**config.mk**
```make
export PLATFORM = sky130hd
export DESIGN_NAME = alu_frame_sequencer
export DESIGN_NICKNAME = d
export VERILOG_FILES = /design/src/rtl/alu_frame_sequencer.sv
export SDC_FILE = /design/constraint.sdc
export NUM_CORES = 1
export LEC_CHECK = 0
export CORE_ASPECT_RATIO = 1.25
export CORE_MARGIN = 5
export CORE_UTILIZATION = 45
export DETAILED_ROUTE_END_ITERATION = 16
export MAX_ROUTING_LAYER = met4
export PLACE_DENSITY_LB_ADDON = 0.2
export SLEW_MARGIN = 20
export SYNTH_ARGS = -nofsm -noshare
export SYNTH_HDL_FRONTEND = slang
export SYNTH_SLANG_ARGS = --single-unit
```
**constraint.sdc**
```tcl
create_clock -name clk -period 3 [get_ports clk]
set_input_delay 0.6 -clock clk [delete_from_list [all_inputs] [get_ports clk]]
set_output_delay 0.6 -clock clk [all_outputs]
set_load 0.005 [all_outputs]
```
**src/rtl/alu_frame_sequencer.sv**
```systemverilog
// Handshaked frame sequencer wrapping a combinational ALU: collects {opcode, A, B}, issues, holds response.
// Optional macro ALU_ACCUM_CHAIN_EN: opcode bit 7 reuses the previous result as operand A (2-beat frame).
module alu_frame_sequencer #(
   parameter int WIDTH          = 8,
   parameter int TIMEOUT_CYCLES = 255,
   parameter int TO_W           = 8
) (
   input  logic             clk,
   input  logic             rst_n,
   input  logic [WIDTH-1:0] in_data,
   input  logic             in_valid,
   output logic             in_ready,
   output logic [WIDTH-1:0] alu_a,
   output logic [WIDTH-1:0] alu_b,
   output logic [2:0]       alu_sel,
   input  logic [WIDTH-1:0] alu_result,
   input  logic             alu_carry,
   output logic [WIDTH-1:0] out_result,
   output logic             out_carry,
   output logic             out_zero,
   output logic             out_valid,
   input  logic             out_ready,
   output logic             busy,
   output logic             abort
);

   localparam logic [2:0] ST_IDLE   = 3'd0;
   localparam logic [2:0] ST_GOT_OP = 3'd1;
   localparam logic [2:0] ST_GOT_A  = 3'd2;
   localparam logic [2:0] ST_ISSUE  = 3'd3;
   localparam logic [2:0] ST_RESP   = 3'd4;

   // A limit of zero disables the abort path entirely; the counter then never moves.
   localparam bit              TO_EN     = (TIMEOUT_CYCLES > 0);
   localparam int              TO_LAST_I = (TIMEOUT_CYCLES > 0) ? TIMEOUT_CYCLES - 1 : 0;
   localparam logic [TO_W-1:0] TO_LAST   = TO_LAST_I[TO_W-1:0];

   logic [2:0]       state_q, state_d;
   logic [WIDTH-1:0] alu_a_q, alu_a_d;
   logic [WIDTH-1:0] alu_b_q, alu_b_d;
   logic [2:0]       alu_sel_q, alu_sel_d;
   logic [WIDTH-1:0] out_result_q, out_result_d;
   logic             out_carry_q, out_carry_d;
   logic             out_zero_q, out_zero_d;
   logic             out_valid_q, out_valid_d;
   logic             abort_q, abort_d;
   logic [TO_W-1:0]  to_cnt_q, to_cnt_d;
   logic             accepting;
   logic             beat;

   always_comb begin
      accepting = (state_q == ST_IDLE) || (state_q == ST_GOT_OP) || (state_q == ST_GOT_A);
      beat      = in_valid && accepting;
   end

   always_comb begin
      state_d      = state_q;
      alu_a_d      = alu_a_q;
      alu_b_d      = alu_b_q;
      alu_sel_d    = alu_sel_q;
      out_result_d = out_result_q;
      out_carry_d  = out_carry_q;
      out_zero_d   = out_zero_q;
      out_valid_d  = out_valid_q;
      abort_d      = 1'b0;
      to_cnt_d     = '0;

      case (state_q)
         ST_IDLE: begin
            if (beat) begin
               alu_sel_d = in_data[2:0];
               state_d   = ST_GOT_OP;
`ifdef ALU_ACCUM_CHAIN_EN
               // Chained opcode: operand A is the held result, so wait directly for B.
               if (in_data[7]) begin
                  alu_a_d = out_result_q;
                  state_d = ST_GOT_A;
               end
`endif
            end
         end

         ST_GOT_OP, ST_GOT_A: begin
            if (beat) begin
               if (state_q == ST_GOT_OP) begin
                  alu_a_d = in_data;
                  state_d = ST_GOT_A;
               end else begin
                  alu_b_d = in_data;
                  state_d = ST_ISSUE;
               end
            end else if (TO_EN) begin
               // A beat on the limit edge takes the branch above, so it always wins over abort.
               if (to_cnt_q == TO_LAST) begin
                  state_d = ST_IDLE;
                  abort_d = 1'b1;
               end else begin
                  to_cnt_d = to_cnt_q + 1'b1;
               end
            end
         end

         ST_ISSUE: begin
            out_result_d = alu_result;
            out_carry_d  = alu_carry;
            out_zero_d   = (alu_result == '0);
            out_valid_d  = 1'b1;
            state_d      = ST_RESP;
         end

         ST_RESP: begin
            if (out_ready) begin
               out_valid_d = 1'b0;
               state_d     = ST_IDLE;
            end
         end

         default: begin
            state_d     = ST_IDLE;
            out_valid_d = 1'b0;
         end
      endcase
   end

   always_ff @(posedge clk or negedge rst_n) begin
      if (!rst_n) begin
         state_q      <= ST_IDLE;
         alu_a_q      <= '0;
         alu_b_q      <= '0;
         alu_sel_q    <= '0;
         out_result_q <= '0;
         out_carry_q  <= 1'b0;
         out_zero_q   <= 1'b0;
         out_valid_q  <= 1'b0;
         abort_q      <= 1'b0;
         to_cnt_q     <= '0;
      end else begin
         state_q      <= state_d;
         alu_a_q      <= alu_a_d;
         alu_b_q      <= alu_b_d;
         alu_sel_q    <= alu_sel_d;
         out_result_q <= out_result_d;
         out_carry_q  <= out_carry_d;
         out_zero_q   <= out_zero_d;
         out_valid_q  <= out_valid_d;
         abort_q      <= abort_d;
         to_cnt_q     <= to_cnt_d;
      end
   end

   assign in_ready   = accepting;
   assign busy       = (state_q != ST_IDLE);
   assign abort      = abort_q;
   assign alu_a      = alu_a_q;
   assign alu_b      = alu_b_q;
   assign alu_sel    = alu_sel_q;
   assign out_result = out_result_q;
   assign out_carry  = out_carry_q;
   assign out_zero   = out_zero_q;
   assign out_valid  = out_valid_q;

endmodule

```
==> run summary, run 1 <==
Library cells used by synthesis = 33
Net Count, Synth = 158
Seq cells post-synth = 42
Fin crit share = 76.1%
Seq/Total Area, Yosys = 58.6%
Main synth FF type = dfrtp_1
Post-synth top area share = 58.6%
Die area = 5360 um^2
Core ar. = 3820 um^2
Largest cells by area after synthesis = dfrtp_1, mux2_2, nand2_1
H-tree levels = 2
Hold Path Class = in2async
Gr busiest metal = met2
WP data required = 2.40 ns
Worst r2r path cells = 5
Starting DRT DRC Count = 85
Maxcap violations = 0
Area Overhead vs Synth = 36.3%
Cells after synthesis = 135
Cell Pwr Density = 934 nW/um^2
Grt met3 use = 4.34%
Final Hold Viols = 0
Die width = 66.5 um
Post-CTS sizing = 0
Max Freq = 438 MHz
Clock Sinks = 42
Inserted Clock Buffers = 5
Ratio of cells with drive above 1 in the final layout = 23.0%
Mean Syn Cell Area = 13.3 um^2
Vias in the first global route = 1319
P_leak = 1.02 nW
Slew Viols, Final = 0
Worst Setup Path Type = reg2out
Starting density of the core = 47.0%
Maximum vdd ir drop = 0.000549 V
Post-synth ARST share = 100%
Placer Congestion = 0.726
Root Buffer = clkbuf_8
Reg area = 1050 um^2
PortBufs = 53
Largest net degree at the start of global routing = 43
Commonest non-fill, non-tap cell in the layout = clkdlybuf4s50_1
Clock skew = 0.00572 ns
Grt met1 use = 17.2%
Clock slew at reported path FFs = 0.08 ns
Antenna violations before repair = 0
Die height = 80.6 um
Switching Power = 659 uW
# diodes = 0
DRT Pass-1 Iters = 4
Status = finished clean
DR DRC count = 0
GRT Total Usage = 15.0%
Least-Margin Pin Slew = 0.888 ns
Crit-path max FO = 9
Max_slew headroom = 40.8%
Commonest non-fill, non-tap cells in the layout = clkdlybuf4s50_1, dfrtp_1, mux2_2
Final setup fails = 0
Startpoint types = register
Final net count = 213
Routed Antenna Nets = 0
Synth warn = 0
CTS tree = done
Avg WL per Cell = 14.9 um
Clk_lat worst skew = 0.29 ns
I/O Pins = 54
Synth Cell Area = 1790 um^2
Post-synth EDFFs = 0
Post-CTS Setup Repair Bufs = 0
DR vias/cell = 5.05
Internal power = 1.63 mW
Fin Setup TNS = 0 ns
Filler cells = 311
Clk buf depth = 2
Global-route wire length before repair = 5950 um
Overflow after GRT = 0
Hpwl dp = 2760 um
Unrepaired setup endpoints after global routing = no
Combinational power share = 41.2%
Cts hold-fix bufs = 0
DR vias = 1237
Seq pwr share = 42.6%
Worst path arrival time = 1.68 ns
Crit path time final = 2.28 ns
Routed WL = 3660 um
Sw frac = 28.8%
Largest area contributor in the netlist = dfrtp_1
Met2 Use GR = 25.4%
Fin area = 2450 um^2
Clock network fraction of total power = 16.2%
Multi-input logic area = 703 um^2
CP Capture Type = output port
Row Count = 25
Post-DP Area = 2350 um^2
[cells by family after synthesis]
| family | synth area share, % |
|---|---|
| buffers and inverters | 2.23 |
| DFF | 58.6 |
| muxes | 18.1 |
| AOI/OAI and AO/OA | 4.11 |
| xor gates and xnor gates | 1.95 |
| and+or+nand+nor | 13.6 |
| adders and majority gates | 1.39 |
[flip-flops by register name, summed over array words and instances (netlist names), 3 cells and up]
register	count
alu_a	8
alu_b	8
alu_sel	3
to_cnt_q	8
out_result	8
state_q	3
[metrics by stage]
stage	std cells	setup slack [ns]	total power, mW	hold slack, ns	util [%]
finish	245	0.717	2.28	0.428	64.1
global route	245	0.655	2.44	0.516	64.1
CTS	245	0.693	2.32	0.470	64.1
detailed placement	237	0.789	1.94	0.470	61.6
global placement	237	0.835	1.91	0.468	61.6
floorplan	135	1.54	1.39	0.304	-
[final timing paths]
kind,from,endpoint,slack [ns]
worst min-delay path,rst_n,to_cnt_q[6]$_DFF_PN0_,0.43
worst min register to register,out_zero$_DFFE_PN0P_,out_zero$_DFFE_PN0P_,0.48
min in group clk,out_zero$_DFFE_PN0P_,out_zero$_DFFE_PN0P_,0.48
worst max register to register,to_cnt_q[0]$_DFF_PN0_,state_q[0]$_DFFE_PN0P_,1.38
max in group asynchronous,rst_n,state_q[0]$_DFFE_PN0P_,2.01
worst max-delay path,state_q[1]$_DFFE_PN0P_,busy,0.72
[per-layer routing]
| layer | vias to the layer above | wire length, um |
|---|---|---|
| li1 | 584 | - |
| met1 | 609 | 1540 |
| met2 | 40 | 1930 |
| met3 | 4 | 172 |
| met4 | 0 | 23 |
| met5 | - | 0 |
[worst max-delay path, cell delays in order (launching register included)]
cell	delay [ns]
dfrtp_1	0.53
or3_1	0.40
clkdlybuf4s50_1	0.46
[cells in the mapped netlist, types with 2 or more instances]
cell and number:
dfrtp_1 42, mux2_2 28, nand2_1 8, nor2_1 7, nand3_1 5, a21oi_1 4, or3_1 4, nor3_1 3
a31oi_1 2, buf_2 2, buf_4 2, ha_1 2, nand4_1 2, nor4_1 2, o21ai_0 2, xnor2_1 2
xor2_1 2
[cell type report]
class | instances | area share (%)
tap | 54 | 2.76
inverter | 1 | 0.153
multi-input combinational | 87 | 28.7
clock buffer | 6 | 3.38
clock inverter | 2 | 0.512
timing repair buffer | 53 | 21.5
sequential | 42 | 43.0
[power groups by stage]
stage               Combinational, mW  Clock (mW)  Sequential [mW]
global route                     1.02       0.410             1.01
global placement                0.936           0            0.972
detailed placement              0.959           0            0.985
CTS                             0.963       0.382            0.979
floorplan                       0.451           0            0.937
finish                          0.941       0.370            0.973
No activity file was read; power rests on OpenSTA's default activity.
==> run 2, diff against run 1 <==
==> constraint.sdc (replaced) <==
create_clock -name clk -period 2.35 [get_ports clk]
set_input_delay 0.47 -clock clk [delete_from_list [all_inputs] [get_ports clk]]
set_output_delay 0.47 -clock clk [all_outputs]
set_load 0.005 [all_outputs]
==> run summary, run 2 (synthesis results as in run 1) <==
Cell Pwr Density = 1220 nW/um^2
Cell family contributing the most delay on the critical path = flip-flops
Placer Congestion = 0.747
Worst Setup Path Type = reg2out
Clk buf depth = 2
Hold Path Class = in2async
Row Count = 25
Ratio of cells with drive above 1 in the final layout = 22.8%
Filler cells = 330
Worst path arrival time = 1.69 ns
Root Buffer = clkbuf_8
GRT Total Usage = 16.0%
Total power = 3.01 mW
Unrepaired setup endpoints after global routing = no
Clock slew at reported path FFs = 0.08 ns
Crit path time final = 2.16 ns
CTS tree = done
Final Hold Viols = 0
DR DRC count = 0
Max_slew headroom = 67.7%
Avg WL per Cell = 15.3 um
Starting DRT DRC Count = 92
Reg-to-Reg Start = to_cnt_q[0]$_DFF_PN0_
Largest net degree at the start of global routing = 27
Inserted Clock Buffers = 5
Post-CTS sizing = 0
DRT Pass-1 Iters = 4
Die width = 66.5 um
Status = finished clean
Vias in the first global route = 1311
PortBufs = 53
Slowest stage delay, CP = 0.52 ns
Post-CTS Setup Repair Bufs = 0
Overflow after GRT = 0
CP Capture Type = output port
Die area = 5360 um^2
Fin Setup TNS = 0 ns
Cts hold-fix bufs = 0
Starting density of the core = 47.0%
Crit-path cells = or3_1 -> clkdlybuf4s50_1
H-tree levels = 2
Clk_lat worst skew = 0.29 ns
Fin crit share = 91.9%
DR vias = 1246
Area Overhead vs Synth = 37.8%
I/O Pins = 54
Clock Sinks = 42
Slowest CP cell = dfrtp_1
Worst path bufs/invs = 1
Clock skew = 0.0103 ns
Commonest non-fill, non-tap cell in the layout = clkdlybuf4s50_1
Crit path launch = state_q[2]$_DFFE_PN0P_
P_leak = 1.03 nW
Global-route wire length before repair = 6210 um
Final setup fails = 0
Maximum vdd ir drop = 0.000702 V
Least-Margin Pin Slew = 0.483 ns
Maxcap violations = 0
DR vias/cell = 5.04
WP data required = 1.88 ns
Hold_ws = 0.0811 ns
Final net count = 215
# diodes = 0
Startpoint types = register
Commonest non-fill, non-tap cells in the layout = clkdlybuf4s50_1, dfrtp_1, mux2_2
Antenna violations before repair = 0
Hpwl dp = 2850 um
Core ar. = 3820 um^2
Die height = 80.6 um
Slew Viols, Final = 0
Max Freq = 463 MHz
Crit-path max FO = 10
Routed Antenna Nets = 0
Routed WL = 3780 um
## run 2: changes by cell type in the layout (fill, tap and decap cells not counted)
cell and change:
clkbuf_8 -1, clkinvlp_4 -1, clkinv_2 -1, bufinv_16 +1, buf_4 +2, clkbuf_1 +2
## run 2: layout make-up
class	instances	area [um^2]	area share, %
Inverter	1	3.75	0.152
Tap cell	54	67.6	2.73
Sequential cell	42	1050	42.5
Clock buffer	7	76.3	3.09
Timing Repair Buffer	55	541	21.9
Multi-Input combinational cell	87	703	28.4
Clock inverter	1	30.0	1.21
## run 2: power by group
group	internal [mW]	switching, mW
Sequential	1.02	0.201
Combinational	0.830	0.403
Clock	0.318	0.234
## run 2: metal layers
| layer | vias to the layer above | track usage (%) | wire, um |
|---|---|---|---|
| li1 | 592 | - | - |
| met1 | 610 | 18.4 | 1630 |
| met2 | 40 | 25.9 | 1980 |
| met3 | 4 | 5.59 | 139 |
| met4 | 0 | 5.49 | 36 |
| met5 | - | - | 0 |
## run 2: final timing paths
kind	end	slack, ns	cells after the start
setup / recovery	busy	0.19	2
hold / removal	to_cnt_q[5]$_DFF_PN0_	0.08	1
setup reg to reg	state_q[0]$_DFFE_PN0P_	0.77	5
hold reg to reg	out_zero$_DFFE_PN0P_	0.49	2
max in group asynchronous	alu_sel[0]$_DFFE_PN0P_	1.60	2
min in group clk	out_zero$_DFFE_PN0P_	0.49	2
## run 2: per-stage QoR
stage / cell area, um^2 / setup slack [ns] / cells / utilization (%)
6_report: 2470 / 0.191 / 247 / 64.8
5_1_grt: 2470 / 0.123 / 247 / 64.8
4_1_cts: 2470 / 0.166 / 247 / 64.8
3_5_place_dp: 2370 / 0.242 / 239 / 62.0
3_3_place_gp: 2370 / 0.311 / 239 / 62.0
2_1_floorplan: 1790 / 0.974 / 135 / -
==> run 3, diff against run 2 <==
--- a/config.mk
+++ b/config.mk
@@ -11,6 +11,7 @@
 export DETAILED_ROUTE_END_ITERATION = 16
 export MAX_ROUTING_LAYER = met4
 export PLACE_DENSITY_LB_ADDON = 0.2
+export SKIP_CTS_REPAIR_TIMING = 1
 export SLEW_MARGIN = 20
 export SYNTH_ARGS = -nofsm -noshare
 export SYNTH_HDL_FRONTEND = slang
==> results of run 3 <==
The final DEF is identical to that of run 2; final timing and power are the same.
